File: config.mk
export PLATFORM = sky130hd
export DESIGN_NAME = if_prefetch_buf
export DESIGN_NICKNAME = d
export VERILOG_FILES = /design/src/rtl/if_prefetch_buf.sv
export SDC_FILE = /design/constraint.sdc
export NUM_CORES = 1
export LEC_CHECK = 0
export CAP_MARGIN = 15
export CORE_ASPECT_RATIO = 0.9
export CORE_MARGIN = 1
export CORE_UTILIZATION = 31
export DETAILED_ROUTE_END_ITERATION = 10
export GPL_TIMING_DRIVEN = 0
export PLACE_DENSITY = 0.49
export SYNTH_ARGS = -nofsm -noshare
export SYNTH_HDL_FRONTEND = slang
export SYNTH_SLANG_ARGS = --single-unit
File: constraint.sdc
create_clock -name clk -period 3.8 [get_ports clk]
set_input_delay 0.38 -clock clk [delete_from_list [all_inputs] [get_ports clk]]
set_output_delay 0.38 -clock clk [all_outputs]
set_load 0.05 [all_outputs]
File: src/rtl/if_prefetch_buf.sv
// Instruction-fetch prefetch buffer.
// Issues sequential fetches to inst_sram, keeps the pc of each accepted
// request in an in-order tag queue, and queues responses in a small
// buffer whose head feeds decode. A redirect restarts the stream; responses
// still owed for the old stream are discarded through cancel_cnt.
// Optional build macro IF_BUF_BYPASS_EN: when the buffer is empty, a live
// response is presented to decode in the same cycle and, if accepted,
// never written into the buffer.
module if_prefetch_buf #(
  parameter int          OUTSTANDING = 2,
  parameter int          BUF_DEPTH   = 4,
  parameter logic [31:0] RESET_PC    = 32'hbfc00000
) (
  input  logic        clk,
  input  logic        reset,
  input  logic        redirect,
  input  logic [31:0] redirect_pc,
  input  logic        ds_allowin,
  output logic        fs_to_ds_valid,
  output logic [64:0] fs_to_ds_bus,
  output logic        inst_sram_req,
  output logic [31:0] inst_sram_addr,
  input  logic        inst_sram_addr_ok,
  input  logic        inst_sram_data_ok,
  input  logic [31:0] inst_sram_rdata
);

  localparam int AW     = (BUF_DEPTH > 1) ? $clog2(BUF_DEPTH) : 1;
  localparam int DEPTH2 = 1 << AW;
  // wide enough to hold OUTSTANDING + BUF_DEPTH without wrapping
  localparam int CW     = $clog2(BUF_DEPTH + OUTSTANDING + 1) + 1;

  logic [31:0]   fetch_pc_reg;
  logic [CW-1:0] inflight_reg;
  logic [CW-1:0] cancel_cnt_reg;
  logic [CW-1:0] count_reg;
  logic          halt_reg;
  logic [AW-1:0] rd_ptr_reg;
  logic [AW-1:0] wr_ptr_reg;
  logic [AW-1:0] tq_rd_reg;
  logic [AW-1:0] tq_wr_reg;
  logic [64:0]   buf_mem [DEPTH2];
  logic [31:0]   tag_mem [DEPTH2];

  logic          issue;
  logic          resp_any;
  logic          resp_cancel;
  logic          resp_accept;
  logic          head_valid;
  logic          byp_valid;
  logic          byp_take;
  logic          push;
  logic          pop;
  logic          misaligned;
  logic          adel_wr;
  logic [64:0]   resp_entry;
  logic [DEPTH2-1:0] buf_we;

  assign misaligned = (redirect_pc[1:0] != 2'b00);

  // Request gating: credit on both the memory side and the buffer side
  assign inst_sram_req  = ~reset & ~redirect & ~halt_reg
                        & ((inflight_reg + cancel_cnt_reg) < CW'(OUTSTANDING))
                        & ((inflight_reg + count_reg) < CW'(BUF_DEPTH));
  assign inst_sram_addr = fetch_pc_reg;
  assign issue          = inst_sram_req & inst_sram_addr_ok;

  // A response with nothing owed is ignored entirely
  assign resp_any    = inst_sram_data_ok & ((cancel_cnt_reg != '0) | (inflight_reg != '0));
  assign resp_cancel = inst_sram_data_ok & (cancel_cnt_reg != '0);
  assign resp_accept = ~reset & ~redirect & inst_sram_data_ok
                     & (cancel_cnt_reg == '0) & (inflight_reg != '0);
  assign resp_entry  = {1'b0, inst_sram_rdata, tag_mem[tq_rd_reg]};

  assign head_valid = ~reset & (count_reg != '0);
`ifdef IF_BUF_BYPASS_EN
  assign byp_valid = resp_accept & (count_reg == '0);
`else
  assign byp_valid = 1'b0;
`endif
  assign byp_take = byp_valid & ds_allowin;
  assign pop      = head_valid & ds_allowin;
  assign push     = resp_accept & ~byp_take;
  assign adel_wr  = ~reset & redirect & misaligned;

  assign fs_to_ds_valid = head_valid | byp_valid;
  assign fs_to_ds_bus   = head_valid ? buf_mem[rd_ptr_reg]
                        : (byp_valid ? resp_entry : 65'd0);

  // Per-entry write enables: normal push at the tail, or the AdEL entry at slot 0
  genvar gi;
  generate
    for (gi = 0; gi < DEPTH2; gi++) begin : g_we
      assign buf_we[gi] = (push & (wr_ptr_reg == AW'(gi))) | (adel_wr & (gi == 0));
    end
  endgenerate

  // Buffer payload storage (no reset needed; validity lives in count_reg)
  always_ff @(posedge clk) begin
    for (int i = 0; i < DEPTH2; i++) begin
      if (buf_we[i]) begin
        buf_mem[i] <= adel_wr ? {1'b1, 32'h0, redirect_pc} : resp_entry;
      end
    end
  end

  // Tag queue: pc of every accepted request, in issue order
  always_ff @(posedge clk) begin
    if (issue) begin
      tag_mem[tq_wr_reg] <= fetch_pc_reg;
    end
  end

  // Fetch pointer, credit counters and queue pointers
  always_ff @(posedge clk) begin
    if (reset) begin
      fetch_pc_reg   <= RESET_PC;
      inflight_reg   <= '0;
      cancel_cnt_reg <= '0;
      count_reg      <= '0;
      halt_reg       <= 1'b0;
      rd_ptr_reg     <= '0;
      wr_ptr_reg     <= '0;
      tq_rd_reg      <= '0;
      tq_wr_reg      <= '0;
    end else if (redirect) begin
      // Everything in flight becomes owed-but-unwanted, minus what lands now
      fetch_pc_reg   <= redirect_pc;
      halt_reg       <= misaligned;
      inflight_reg   <= '0;
      cancel_cnt_reg <= cancel_cnt_reg + inflight_reg - CW'(resp_any);
      tq_rd_reg      <= '0;
      tq_wr_reg      <= '0;
      rd_ptr_reg     <= '0;
      wr_ptr_reg     <= misaligned ? AW'(1) : '0;
      count_reg      <= misaligned ? CW'(1) : '0;
    end else begin
      if (issue) begin
        fetch_pc_reg <= fetch_pc_reg + 32'd4;
        tq_wr_reg    <= tq_wr_reg + AW'(1);
      end
      if (resp_accept) begin
        tq_rd_reg <= tq_rd_reg + AW'(1);
      end
      if (push) begin
        wr_ptr_reg <= wr_ptr_reg + AW'(1);
      end
      if (pop) begin
        rd_ptr_reg <= rd_ptr_reg + AW'(1);
      end
      inflight_reg   <= inflight_reg + CW'(issue) - CW'(resp_accept);
      cancel_cnt_reg <= cancel_cnt_reg - CW'(resp_cancel);
      count_reg      <= count_reg + CW'(push) - CW'(pop);
    end
  end

endmodule

==> flow_metrics.py <==
metrics = {
    "status": {
        "run_status": "finished, final reports clean",
    },
    "global_route": {
        "grt-busiest-layer": "met2",
        "grt_util_all_layers_pct": 16.1,
        "antenna_found_initial": 0,
        "met3_usage_pct": 2.76,
        "grt_first_pass_wirelength_um": 71100,
        "grt_max_degree": 54,
        "grtUsageMet1_pct": 22.8,
        "grt_overflow": 0,
        "met2_usage_pct": 25.2,
        "grt_pass1_vias": 10740,
    },
    "logic_synthesis": {
        "yosysSeqAreaShare_pct": 69.7,
        "syn_avg_cell_area_um2": 17.0,
        "yosysTopAreaCell": "edfxtp_1",
        "synth_top_area_share_pct": 63.5,
        "yosysWarnings": 0,
        "syn_area_um2": 18400,
        "synthCells": 1077,
        "synth_seq_cells": 445,
        "synth_area_leaders": "edfxtp_1 (63%), mux4_2 (12%), dfxtp_1 (6.2%), and2_1 (2.4%), ha_1 (1.9%)",
        "synth.distinct_cells": 57,
        "async_reset_ff_share_pct": 0,
        "ys.flop_type": "edfxtp_1",
        "synth.net_count": 1178,
        "synth_edf_count": 388,
    },
    "die": {
        "initial_core_util_pct": 31.4,
        "dieArea_um2": 60200,
        "io_pins": 169,
        "die-width_um": 259,
        "core_area_um2": 58400,
        "die_h_um": 233,
        "fp-row-count": 84,
    },
    "finish": {
        "seqCellArea_um2": 12800,
        "design_area_um2": 22700,
        "multi_input_area_um2": 5270,
        "drive_gt1_share_pct": 17.5,
        "final_common_cell": "edfxtp_1",
        "largest_reg_flops": 260,
        "final_nets": 1403,
        "fillCellCount": 5517,
        "final_core_util_pct": 38.9,
        "top_register": "buf_mem",
        "area_growth_pct": 23.8,
        "layout_common_cells": "edfxtp_1 (388), clkdlybuf4s50_1 (143), mux4_2 (97), and2_1 (68), nand2_1 (58)",
    },
    "power_and_ir_drop": {
        "combPwrFrac_pct": 9.7,
        "power.internal_mw": 8.36,
        "p_per_area_nw_per_um2": 482,
        "switching_share_pct": 23.8,
        "p_leak_nw": 7.53,
        "pwr-share-seq_pct": 50.1,
        "irDropWorstVdd_mv": 0.284,
        "clkPwrFrac_pct": 40.1,
        "p_total_mw": 11.0,
        "switchingPower_mw": 2.61,
    },
    "routing": {
        "ant_nets": 0,
        "post_drt_wl_per_cell_um": 22.5,
        "drt_iter0_markers": 683,
        "drt-pass1-iter-count": 5,
        "drt-total-wl_um": 47700,
        "drcViolationCount": 0,
        "routed_via_density": 4.89,
        "vias": 10343,
    },
    "worst_setup_path": {
        "cp.arrival_ns": 3.22,
        "r2r-end": "tag_mem[2][9]$_DFFE_PP_",
        "endpoint": "inst_sram_req",
        "worstPathRequired_ns": 3.42,
        "reg2reg_from": "inflight_reg[1]$_SDFF_PP0_",
        "reg2reg_depth": 9,
        "cp-start-kind": "flop",
        "crit_slowest_cell": "dfxtp_1",
        "slowest_delay_ns": 0.45,
        "crit_chain": "inv_1 -> fa_1 -> xnor2_1 -> nor4b_4 -> o2111ai_4 -> inv_2 -> buf_2 -> clkbuf_4",
        "crit_path_start": "inflight_reg[1]$_SDFF_PP0_",
        "r2r_slack_ns": 0.24,
        "endpoint_kind": "output port",
        "cp_max_fo": 10,
        "worstSetupPathType": "reg -> out",
    },
    "clock_network": {
        "cts_tree": "built",
        "hold_buffers": 0,
        "root_buffer": "clkbuf_16",
        "numCtsBuffers": 47,
        "postCtsSetupRepairBufs": 0,
        "clock-sinks": 445,
        "path_clk_slew_ns": 0.06,
        "htree_levels": 2,
        "cts_buffer_depth": 3,
        "cts_resized": 49,
        "insertion_delay_ns": 0.57,
    },
    "flow_run": {
        "drv_cap": 0,
    },
    "sta": {
        "grt_setup_unrepaired": "false",
        "finalCritPeriodShare_pct": 94.6,
        "drv_slew": 0,
        "fmax_mhz": 278,
        "fin_crit_ns": 3.60,
        "setup_viol": 0,
        "slew_headroom_pct": 31.0,
        "skew_ns": 0.0110,
        "hold_violations": 0,
        "tightest_slew_ns": 1.04,
    },
    "placement": {
        "dp_hpwl_um": 31900,
        "placed_area_um2": 21300,
        "port_buffers": 168,
        "place_congestion": 0.813,
    },
    "worst_hold_path": {
        "hold_class": "in -> reg",
    },
}
## metrics by stage
step	hold slack (ns)	worst slack, ns	setup TNS (ns)	instances
after floorplan	0.469	0.351	0	1077
after global placement	0.489	-2.77	-745.91	2019
after detailed placement	0.507	-0.686	-57.02	2027
after CTS	0.416	0.00929	0	2111
after global routing	0.479	0.0000986	0	2111
final	0.457	0.204	0	2114
## worst min-delay path by stage
stage                                         start                              end  cells after the start
final                               redirect_pc[13]  inst_sram_addr[13]$_SDFFE_PP0N_                      3
after detailed placement  tq_wr_reg[1]$_SDFFE_PP0P_        tq_wr_reg[1]$_SDFFE_PP0P_                      2
after global routing                redirect_pc[13]  inst_sram_addr[13]$_SDFFE_PP0N_                      3
after floorplan           tq_wr_reg[1]$_SDFFE_PP0P_        tq_wr_reg[1]$_SDFFE_PP0P_                      2
after CTS                           redirect_pc[13]  inst_sram_addr[13]$_SDFFE_PP0N_                      3
after global placement    tq_wr_reg[1]$_SDFFE_PP0P_        tq_wr_reg[1]$_SDFFE_PP0P_                      2
## logic make-up (layout without fill, tap and decap cells)
group / after synthesis / count (layout) / share of synthesized area, %
flip-flops: 445 / 445 / 69.7
AND/OR/NAND/NOR: 279 / 279 / 8.23
multiplexers: 131 / 131 / 14.0
AO/OA/AOI/OAI: 87 / 87 / 3.20
buffers and inverters: 84 / 344 / 1.76
adder cells (fa/ha/maj): 31 / 31 / 2.24
XOR/XNOR: 20 / 20 / 0.954
other: 0 / 3 / 0
## cell usage after synthesis (26+ instances only)
master	number
nand2_1	58
and2_1	71
edfxtp_1	388
inv_1	27
mux4_2	97
clkbuf_1	34
mux2_2	30
ha_1	28
nor2b_1	34
nor2_1	42
dfxtp_1	57
a21oi_1	26
## power by group through the flow
stage	Combinational, mW	Sequential (mW)	Clock (mW)
floorplan	0.590	5.63	0
global placement	1.08	5.60	0
detailed placement	1.09	5.60	0
CTS	1.09	5.50	4.53
global route	1.15	5.51	4.67
finish	1.07	5.49	4.40
## area by class of cell
| type | instances | area share [%] |
|---|---|---|
| Clock buffer | 73 | 5.91 |
| Sequential cell | 445 | 56.3 |
| Timing Repair Buffer | 176 | 8.37 |
| Tap cell | 774 | 4.26 |
| Buffer | 54 | 1.03 |
| Multi-Input combinational cell | 548 | 23.2 |
| Antenna cell | 3 | 0.0330 |
| Inverter | 30 | 0.495 |
| Clock inverter | 11 | 0.451 |
## layer usage
metal | wire [um] | vias up
met5 | 0 | -
met4 | 1090 | 0
met1 | 22500 | 5343
met2 | 21700 | 275
met3 | 2360 | 69
li1 | - | 4656
## critical path: cells and delay by family (launching register included)
family                     cells  cell delay, ns
xor gates and xnor gates       1            0.23
DFF                            1            0.45
AOI/OAI and AO/OA              1            0.32
adders and majority gates      1            0.45
and+or+nand+nor                1            0.35
buffers and inverters          4            0.84
Power figures use the tool's default switching activity.
